--- config.mk ---
export PLATFORM = sky130hd
export DESIGN_NAME = ieee_seq_multiplier
export DESIGN_NICKNAME = d
export VERILOG_FILES = /design/src/rtl/ieee_seq_multiplier.sv
export SDC_FILE = /design/constraint.sdc
export NUM_CORES = 1
export LEC_CHECK = 0
export CAP_MARGIN = 5
export CORE_MARGIN = 2
export CORE_UTILIZATION = 45
export CTS_BUF_LIST = sky130_fd_sc_hd__clkbuf_2 sky130_fd_sc_hd__clkbuf_4 sky130_fd_sc_hd__clkbuf_8
export DETAILED_ROUTE_END_ITERATION = 6
export GPL_TIMING_DRIVEN = 0
export PLACE_DENSITY = 0.74
export SLEW_MARGIN = 20
export SYNTH_ARGS = -nofsm -noshare
export SYNTH_HDL_FRONTEND = slang
export SYNTH_SLANG_ARGS = --single-unit
export TNS_END_PERCENT = 30
--- constraint.sdc ---
create_clock -name clk -period 4.15 [get_ports clk]
set_clock_uncertainty 0.2 [all_clocks]
set_input_delay 1.0375 -clock clk [delete_from_list [all_inputs] [get_ports clk]]
set_output_delay 1.0375 -clock clk [all_outputs]
set_load 0.02 [all_outputs]
--- src/rtl/ieee_seq_multiplier.sv ---
// Iterative binary32 multiplier: radix-2 shift-and-add over 24 cycles, then one pack cycle.
// Truncating, flush-to-zero, same operand/result conventions as the FPU divider.
module ieee_seq_multiplier (
    input  logic        clk,
    input  logic        rst,
    input  logic        start,
    input  logic [31:0] A,
    input  logic [31:0] B,
    output logic [31:0] out,
    output logic        busy,
    output logic        done
);

    typedef enum logic [1:0] {
        IDLE = 2'd0,
        MUL  = 2'd1,
        PACK = 2'd2
    } state_t;

    state_t      state;
    logic        sign_q;
    logic [7:0]  ea_q;
    logic [7:0]  eb_q;
    logic [23:0] mcand_q;
    logic [23:0] mplier_q;
    logic        za_q, zb_q, ia_q, ib_q, na_q, nb_q;
    // Product accumulator; bit 0 is shifted out without ever being read, so it is not stored.
    logic [47:1] p_q;
    logic [4:0]  cnt_q;

    logic [24:0] upper_shift;
    logic [24:0] upper_next;

    always_comb begin
        upper_shift = {1'b0, p_q[47:24]};
        upper_next  = upper_shift;
        if (mplier_q[0]) begin
            upper_next = upper_shift + {1'b0, mcand_q};
        end
    end

    logic              norm;
    logic [22:0]       frac;
    logic signed [9:0] e_sum;
    logic              is_nan;
    logic [31:0]       pack_res;

    always_comb begin
        norm   = p_q[47];
        frac   = norm ? p_q[46:24] : p_q[45:23];
        e_sum  = signed'({2'b00, ea_q}) + signed'({2'b00, eb_q})
               + signed'({9'd0, norm}) - 10'sd127;
        is_nan = na_q | nb_q | (ia_q & zb_q) | (ib_q & za_q);
        if (is_nan) begin
            pack_res = 32'h7FC00000;
        end else if (ia_q | ib_q) begin
            pack_res = {sign_q, 8'hFF, 23'd0};
        end else if (za_q | zb_q) begin
            pack_res = {sign_q, 31'd0};
        end else if (e_sum >= 10'sd255) begin
            pack_res = {sign_q, 8'hFF, 23'd0};
        end else if (e_sum <= 10'sd0) begin
            pack_res = {sign_q, 31'd0};
        end else begin
            pack_res = {sign_q, e_sum[7:0], frac};
        end
    end

    always_ff @(posedge clk) begin
        if (rst) begin
            state    <= IDLE;
            out      <= 32'd0;
            busy     <= 1'b0;
            done     <= 1'b0;
            p_q      <= '0;
            cnt_q    <= '0;
            sign_q   <= 1'b0;
            ea_q     <= 8'd0;
            eb_q     <= 8'd0;
            mcand_q  <= 24'd0;
            mplier_q <= 24'd0;
            za_q     <= 1'b0;
            zb_q     <= 1'b0;
            ia_q     <= 1'b0;
            ib_q     <= 1'b0;
            na_q     <= 1'b0;
            nb_q     <= 1'b0;
        end else begin
            done <= 1'b0;
            case (state)
                IDLE: begin
                    if (start) begin
                        sign_q   <= A[31] ^ B[31];
                        ea_q     <= A[30:23];
                        eb_q     <= B[30:23];
                        mcand_q  <= {1'b1, A[22:0]};
                        mplier_q <= {1'b1, B[22:0]};
                        za_q     <= (A[30:23] == 8'h00);
                        zb_q     <= (B[30:23] == 8'h00);
                        ia_q     <= (A[30:23] == 8'hFF) && (A[22:0] == 23'd0);
                        ib_q     <= (B[30:23] == 8'hFF) && (B[22:0] == 23'd0);
                        na_q     <= (A[30:23] == 8'hFF) && (A[22:0] != 23'd0);
                        nb_q     <= (B[30:23] == 8'hFF) && (B[22:0] != 23'd0);
                        p_q      <= '0;
                        cnt_q    <= '0;
                        busy     <= 1'b1;
                        state    <= MUL;
                    end
                end
                MUL: begin
                    p_q[47:23] <= upper_next;
                    p_q[22:1]  <= p_q[23:2];
                    mplier_q   <= {1'b0, mplier_q[23:1]};
                    cnt_q      <= cnt_q + 5'd1;
                    if (cnt_q == 5'd23) begin
                        state <= PACK;
                    end
                end
                PACK: begin
                    out   <= pack_res;
                    done  <= 1'b1;
                    busy  <= 1'b0;
                    state <= IDLE;
                end
                default: begin
                    state <= IDLE;
                end
            endcase
        end
    end

endmodule

Yosys cells after proc, flatten, opt, wreduce, memory -nomap -nowiden
Cells that the tools add are included.
- $add $sub $neg: 5
- order comparisons: 2
- equal/unequal tests: 7
- multiplexer cells: 19
- bitwise operators: 8
- reduce and logical (&&, ||, !) cells: 17
- operator list (cell ; count):
    31-bit two-way mux ; 4
    47-bit one-hot mux with 2 select lines ; 1
    24-bit one-hot mux with 2 select lines ; 1
    47-bit two-way mux ; 1
    23-bit zero test ; 2
    23-bit nonzero test ; 2
    32-bit two-way mux ; 1
    24-bit by 24-bit adder with 25-bit output ; 1
    25-bit two-way mux ; 1
    24-bit two-way mux ; 1
    23-bit two-way mux ; 1
    8-bit equality test, second input constant ; 2
    8-bit zero test ; 2
    9-bit by 1-bit adder with 10-bit output ; 1
    10-bit by 9-bit >= comparator with 1-bit output, second input constant ; 1
    10-bit by 1-bit <= comparator with 1-bit output, second input constant ; 1
    5-bit one-hot mux with 2 select lines ; 1
    10-bit by 8-bit subtractor with 10-bit output, second input constant ; 1
    8-bit by 8-bit adder with 9-bit output ; 1
    2-bit AND reduction ; 4
    5-bit by 1-bit adder with 5-bit output, second input constant ; 1
    5-bit equality test, second input constant ; 1
    5-bit two-way mux ; 1
    1-bit bitwise OR ; 5
    other kinds (12) ; 20
- register bits: 159
- bits of input ports: 67
- output and inout port bits: 34
- word-level logic and storage cells: 75

Longest topological paths before layout
Gate-level depths: netlist of the first run.
- depth after elaboration: 9
- mapped depth: 15

Worst setup path before layout of the first run
Ideal clock, no wire load.
- path type: register -> register
- from: register p_q[47] in the netlist's numbering
- to: register out[0]
- setup time: 115 ps
- arrival time: 3881 ps
- required time: 3835 ps
- setup slack: -46 ps
- stages on the path, launching flop included: 16
- period minus slack after synthesis: 4196 ps
- cells stage by stage: dfxtp_1 clkbuf_1 buf_1 inv_1 ha_1 inv_1 ha_1 fa_1 a211o_1 o21ai_2 xnor2_1 or4_1 or4_4 o2111ai_4 buf_6 o21ai_2
- cells in the longest elaborated chain, start to end: 8
- elaborated cells between the ends (all ways): 10
- classes of those cells: 2 x add/sub; 2 x order compare; 6 x mux
- RTL lines (what ; line ; source):
    from (decl) ; 28 ; logic [47:1] p_q;
    9-bit by 1-bit adder with 10-bit output ; 52 ; + signed'({9'd0, norm}) - 10'sd127;
    10-bit by 8-bit subtractor with 10-bit output ; 52 ;
    10-bit by 1-bit <= comparator with 1-bit output ; 62 ; end else if (e_sum <= 10'sd0) begin
    31-bit two-way mux ; 62 ;
    31-bit two-way mux * ; 60 ; end else if (e_sum >= 10'sd255) begin
    31-bit two-way mux * ; 58 ; end else if (za_q | zb_q) begin
    31-bit two-way mux * ; 56 ; end else if (ia_q | ib_q) begin
    32-bit two-way mux * ; 54 ; if (is_nan) begin
    to (signal assigned) ; 120 ; out <= pack_res;
    to (decl) ; 9 ; output logic [31:0] out,
Every way passes the cells marked *; elsewhere a longest branch is shown, timed or not.
A chain may end at the register's enable or synchronous reset.

Final worst setup path of the first run
- from: register p_q[47] in the netlist's numbering
- to: register out[16]
Same word-level chain as after synthesis.

==> results of run 1 <==
## power breakdown
| group | internal, mW | switching [mW] |
|---|---|---|
| Clock | 0.478 | 0.537 |
| Combinational | 0.177 | 0.267 |
| Sequential | 1.36 | 0.0385 |
## state kept, by name (all words and copies together), names as in the netlist, 2 cells and up
name and count:
p_q 25, eb_q 8, cnt_q 5, out 32
mcand_q 24, ea_q 8, mplier_q 24, state 2
## tightest hold or removal path, stage by stage, from the launching register on
cell	delay, ns
dfxtp_1	0.33
nand2_1	0.06
o21ai_2	0.04
## routing by layer
metal  global-route usage [%]  share of wire (%)  up-vias
met5                        0                  0        -
met4                     8.45                2.4        0
met3                     3.97                5.2       33
met2                     37.0                 45      236
met1                     33.7                 47     3296
li1                         -                  -     3485
## synthesized netlist by cell type, types with 8 or more instances
| cell | n |
|---|---|
| a22oi_1 | 42 |
| clkbuf_1 | 44 |
| nor4_1 | 16 |
| inv_1 | 15 |
| nand4_1 | 10 |
| o22ai_1 | 11 |
| a21oi_1 | 111 |
| mux2i_1 | 29 |
| o21ai_2 | 21 |
| nor2_1 | 53 |
| nand2_1 | 150 |
| nor3_1 | 13 |
| ha_1 | 41 |
| o21a_1 | 10 |
| a211oi_1 | 16 |
| xnor2_1 | 11 |
| xor2_1 | 10 |
| a31oi_1 | 8 |
| o21ai_0 | 26 |
| dfxtp_1 | 137 |
| nand3_1 | 14 |
## per-stage QoR
stage | total power [mW] | instances | cell area (um^2)
after floorplan | 1.69 | 889 | 7340
after global placement | 1.86 | 1204 | 8600
after detailed placement | 1.87 | 1204 | 8600
after CTS | 2.86 | 1236 | 8970
after global routing | 2.98 | 1237 | 9030
final | 2.86 | 1237 | 9030
## kinds of logic (layout without fill, tap and decap cells)
group | count (synthesis) | count (layout) | synth area share, %
AO/OA/AOI/OAI | 297 | 297 | 26.7
AND/OR/NAND/NOR | 295 | 295 | 18.0
flip-flops | 137 | 137 | 37.4
buffers and inverters | 65 | 197 | 3.53
adder cells (fa/ha/maj) | 43 | 43 | 7.54
multiplexers | 31 | 31 | 4.26
XOR/XNOR | 21 | 21 | 2.51
## repair_timing
item | CTS | global route
setup endpoints to repair | 27 | 23
buffers inserted | 1 | 1
gates cloned | 0 | 1
gates resized for setup | 4 | 8
pin swaps | 1 | 1
## cell type report
cell class	count	area, um^2
Clock inverter	12	104
Sequential cell	137	2740
Clock buffer	19	249
Timing Repair Buffer	102	1040
Buffer	49	223
Multi-Input combinational cell	687	4340
Inverter	15	56.3
Tap cell	216	270
Fill cell	1525	6850
## worst min path at each step
stage | cells after the start | end | slack [ns]
2_1_floorplan | 2 | nb_q$_SDFFE_PP0P_ | 0.23
3_3_place_gp | 2 | out[19]$_SDFFE_PP0P_ | 0.24
3_5_place_dp | 2 | na_q$_SDFFE_PP0P_ | 0.24
4_1_cts | 2 | na_q$_SDFFE_PP0P_ | 0.25
5_1_grt | 2 | out[1]$_SDFFE_PP0P_ | 0.27
6_report | 2 | out[14]$_SDFFE_PP0P_ | 0.25
==> results.json, run 1 <==
{
  "status": "complete, no violations",
  "critPathKind": "register to register",
  "worst-r2r-setup-slack_ns": 0.18,
  "hpwlAfterDp_um": 15500,
  "clock-sinks": 137,
  "cap_violations": 0,
  "seq_area_frac_synth_pct": 37.4,
  "worstHoldStart": "out[14]$_SDFFE_PP0P_",
  "clkLatencyLatePin_ns": 0.46,
  "drt-pass1-iter-count": 6,
  "critPathLaunch": "p_q[47]$_SDFFE_PP0P_",
  "grt_max_degree": 17,
  "io_buffers": 99,
  "worstPathCellList": "buf_8, inv_1, ha_1, inv_1, ha_1, fa_1, a211o_1, o21ai_2, xnor2_1, or4_1, or4_4, o2111ai_4, buf_12, buf_12, o21ai_2",
  "layout_commonest_cell": "nand2_1",
  "postCtsHoldBufs": 0,
  "crit_family": "adder cells",
  "critical_path.n_buffers_inverters": 5,
  "syn_avg_cell_area_um2": 8.25,
  "critPathMaxStageDelay_ns": 0.46,
  "start_util_pct": 46.2,
  "powerDensity_nw_per_um2": 317,
  "dieArea_um2": 17300,
  "die_h_um": 132,
  "totalWireLength_um": 20800,
  "drt_iter0_markers": 651,
  "postRouteAntennaNets": 0,
  "grt_pass1_vias": 6476,
  "required_ns": 4.30,
  "relSlewSlack_pct": 38.2,
  "rsz0062_at_grt": "false",
  "post-route-util_pct": 56.9,
  "diodes": 0,
  "power.leakage_nw": 3.26,
  "final_nets": 1119,
  "ys_top_cells_by_area": "dfxtp_1 (37%), nand2_1 (7.7%), a21oi_1 (7.6%), ha_1 (7.0%), a22oi_1 (4.3%)",
  "place_congestion": 0.949,
  "crit_end": "out[16]$_SDFFE_PP0P_",
  "final_cell_mix": "nand2_1 (150), dfxtp_1 (137), a21oi_1 (110)",
  "synth_top_cell_by_area": "dfxtp_1",
  "synth.distinct_cells": 65,
  "timing.final.ws_setup_ns": 0.179,
  "cts-root-buf": "clkbuf_8",
  "startpoint_type": "register",
  "hold_viol": 0,
  "drive_above_1_share_pct": 7.35,
  "synthArstFlopShare_pct": 0,
  "io_pins": 101,
  "worst-path-stages": 15,
  "hold_class": "register to register",
  "antenna_found_initial": 0,
  "r2r-end": "out[16]$_SDFFE_PP0P_",
  "period_share_pct": 95.7,
  "r2r-start": "p_q[47]$_SDFFE_PP0P_",
  "arrival_ns": 4.12,
  "timing.hold.ws_ns": 0.253,
  "cts.path.max_buffers": 2,
  "cts_buffers": 17,
  "critPathCaptureType": "register",
  "syn-num-nets": 999,
  "period_needed_ns": 3.97,
  "synth_cells": 889,
  "htreeDepth": 4,
  "synth_area_um2": 7330,
  "clkTransAtPathRegs_ns": 0.08,
  "grtUsageTotal_pct": 23.9,
  "slew_violations": 0,
  "ys_warn_count": 0,
  "grt_pass1_wl_um": 33500,
  "synth_ff_type": "dfxtp_1",
  "synth-seq-cells": 137,
  "tightest_slew_ns": 0.925,
  "r2r_cells": 15,
  "final-setup-viol-count": 0,
  "synth_top_area_share_pct": 37.4,
  "cp_max_fo": 18,
  "synth-edff-count": 0,
  "wl_per_cell_um": 16.8,
  "die_x_um": 132,
  "drc": 0,
  "grt_overflow": 0,
  "row_count": 46,
  "area_growth_pct": 23.1,
  "setup_tns_ns": 0,
  "viasPerCell": 5.70,
  "core_um2": 15900,
  "worst_path_max_delay_cell": "or4_4",
  "vdd_ir_drop_max_uv": 225,
  "vias": 7050,
  "dp_slack_ns": -0.444,
  "cts_tree": "done",
  "max_freq_mhz": 252
}
Power figures use the tool's default switching activity.
==> run 2: changes to the inputs <==
--- a/config.mk
+++ b/config.mk
@@ -11,8 +11,8 @@
 export CTS_BUF_LIST = sky130_fd_sc_hd__clkbuf_2 sky130_fd_sc_hd__clkbuf_4 sky130_fd_sc_hd__clkbuf_8
 export DETAILED_ROUTE_END_ITERATION = 6
 export GPL_TIMING_DRIVEN = 0
-export PLACE_DENSITY = 0.74
-export SLEW_MARGIN = 20
+export PLACE_DENSITY = 0.72
+export SLEW_MARGIN = 0
 export SYNTH_ARGS = -nofsm -noshare
 export SYNTH_HDL_FRONTEND = slang
 export SYNTH_SLANG_ARGS = --single-unit
==> constraint.sdc (replaced) <==
create_clock -name clk -period 5.1 [get_ports clk]
set_clock_uncertainty 0.2 [all_clocks]
set_input_delay 1.275 -clock clk [delete_from_list [all_inputs] [get_ports clk]]
set_output_delay 1.275 -clock clk [all_outputs]
set_load 0.02 [all_outputs]
==> results.json, run 2 (synthesis results as in run 1) <==
{
  "worstPathCellList": "clkbuf_1, clkbuf_2, inv_1, ha_1, inv_1, ha_1, fa_1, a211o_1, o21ai_2, xnor2_1, or4_1, or4_4, o2111ai_4, buf_6, o21ai_2",
  "diodes": 0,
  "clock-sinks": 137,
  "post-route-util_pct": 56.8,
  "regMostFlops": "out",
  "tightest_slew_ns": 1.04,
  "fin_area_um2": 9020,
  "min_to": "out[17]$_SDFFE_PP0P_",
  "status": "complete, no violations",
  "slew_violations": 0,
  "antenna_found_initial": 0,
  "reg.largest.list": "out x32, p_q x25",
  "period_share_pct": 92.2,
  "clkTransAtPathRegs_ns": 0.08,
  "period_needed_ns": 4.70,
  "worstHoldStart": "out[17]$_SDFFE_PP0P_",
  "io_buffers": 99,
  "hold_class": "register to register",
  "layout_commonest_cell": "nand2_1",
  "die_x_um": 132,
  "cts_setup_buffers": 0,
  "start_util_pct": 46.2,
  "final_cell_mix": "nand2_1 (150), dfxtp_1 (137), a21oi_1 (111)",
  "max_freq_mhz": 213,
  "cts-root-buf": "clkbuf_8",
  "r2r-end": "out[18]$_SDFFE_PP0P_",
  "drt_iter0_markers": 762,
  "critPathKind": "register to register",
  "grtUsageTotal_pct": 24.2,
  "setup_tns_ns": 0,
  "dieArea_um2": 17300,
  "cts_tree": "done",
  "place_congestion": 0.939,
  "grt_overflow": 0,
  "hold_depth": 2,
  "required_ns": 5.25,
  "worst_path_max_delay_cell": "clkbuf_1",
  "critical_path.n_buffers_inverters": 5,
  "crit_family": "buffers and inverters",
  "cap_violations": 0,
  "rsz0062_at_grt": "false",
  "worst-r2r-setup-slack_ns": 0.40,
  "viasPerCell": 5.69,
  "critPathCaptureType": "register",
  "grt_pass1_wl_um": 33700,
  "r2r_cells": 15,
  "dpl_cell_area_um2": 8600,
  "largest_reg_flops": 32,
  "grt_pass1_vias": 6412,
  "drive_above_1_share_pct": 7.06,
  "htreeDepth": 4,
  "powerDensity_nw_per_um2": 273,
  "vias": 7039,
  "totalWireLength_um": 20900,
  "clkLatencyLatePin_ns": 0.46,
  "wl_per_cell_um": 16.9,
  "hpwlAfterDp_um": 15800,
  "cts_buffers": 17,
  "relSlewSlack_pct": 30.8,
  "final-setup-viol-count": 0,
  "area_growth_pct": 23.0,
  "hold_viol": 0,
  "startpoint_type": "register",
  "r2r-start": "p_q[47]$_SDFFE_PP0P_",
  "arrival_ns": 4.85,
  "drc": 0,
  "io_pins": 101,
  "row_count": 46,
  "critPathMaxStageDelay_ns": 0.52,
  "core_um2": 15900,
  "cp_max_fo": 10,
  "power.leakage_nw": 3.25,
  "cts.path.max_buffers": 2,
  "vdd_ir_drop_max_uv": 160,
  "final_nets": 1117,
  "drt-pass1-iter-count": 5,
  "die_h_um": 132,
  "timing.hold.ws_ns": 0.255,
  "power_mw": 2.47,
  "grt_max_degree": 17,
  "postRouteAntennaNets": 0
}
==> run 2: metal layers <==
layer / vias to the layer above / track usage [%] / routed length [um]
met5: - / 0 / 0
met4: 0 / 8.03 / 368
met3: 28 / 3.74 / 1040
met2: 225 / 36.9 / 9410
met1: 3300 / 34.7 / 10100
li1: 3486 / - / -
==> run 2: per-stage QoR <==
stage / instances / worst slack [ns]
finish: 1236 / 0.398
global route: 1236 / 0.158
CTS: 1236 / 0.134
detailed placement: 1204 / 0.157
global placement: 1204 / 0.196
floorplan: 889 / 0.904
==> run 2: worst reg2reg max path, stage by stage (launching register included) <==
cell,delay (ns)
dfxtp_1,0.35
clkbuf_1,0.52
clkbuf_2,0.43
inv_1,0.13
ha_1,0.29
inv_1,0.04
ha_1,0.21
fa_1,0.40
a211o_1,0.35
o21ai_2,0.07
xnor2_1,0.10
or4_1,0.41
or4_4,0.46
o2111ai_4,0.33
buf_6,0.23
o21ai_2,0.08
==> run 2: cell type report <==
cell class              count  area [um^2]
inverters                  15         56.3
clock inverters            13          169
well taps                 216          270
repair buffers             99          991
clock buffers              19          255
plain buffers              50          204
multi-input cells         687         4330
fillers                  1487         6860
flip-flops and latches    137         2740
==> run 2: where the power goes <==
part,switching (mW),total [mW],internal (mW)
Clock,0.458,0.963,0.505
Sequential,0.0322,1.14,1.11
Combinational,0.216,0.361,0.144
Total,0.706,2.47,1.76
==> run 2: timing repair <==
| action | in CTS | in global routing |
|---|---|---|
| gates resized for setup | 0 | 1 |
| hold buffers | 0 | 0 |
| setup endpoints to repair | 0 | 20 |
==> run 2: worst max path at each step <==
| stage | start | end | slack, ns | depth (start not counted) |
|---|---|---|---|---|
| global placement | p_q[47]$_SDFFE_PP0P_ | out[2]$_SDFFE_PP0P_ | 0.20 | 15 |
| CTS | p_q[47]$_SDFFE_PP0P_ | out[18]$_SDFFE_PP0P_ | 0.13 | 15 |
| floorplan | p_q[47]$_SDFFE_PP0P_ | out[0]$_SDFFE_PP0P_ | 0.90 | 15 |
| finish | p_q[47]$_SDFFE_PP0P_ | out[18]$_SDFFE_PP0P_ | 0.40 | 15 |
| global route | p_q[47]$_SDFFE_PP0P_ | out[5]$_SDFFE_PP0P_ | 0.16 | 15 |
| detailed placement | p_q[47]$_SDFFE_PP0P_ | out[18]$_SDFFE_PP0P_ | 0.16 | 15 |
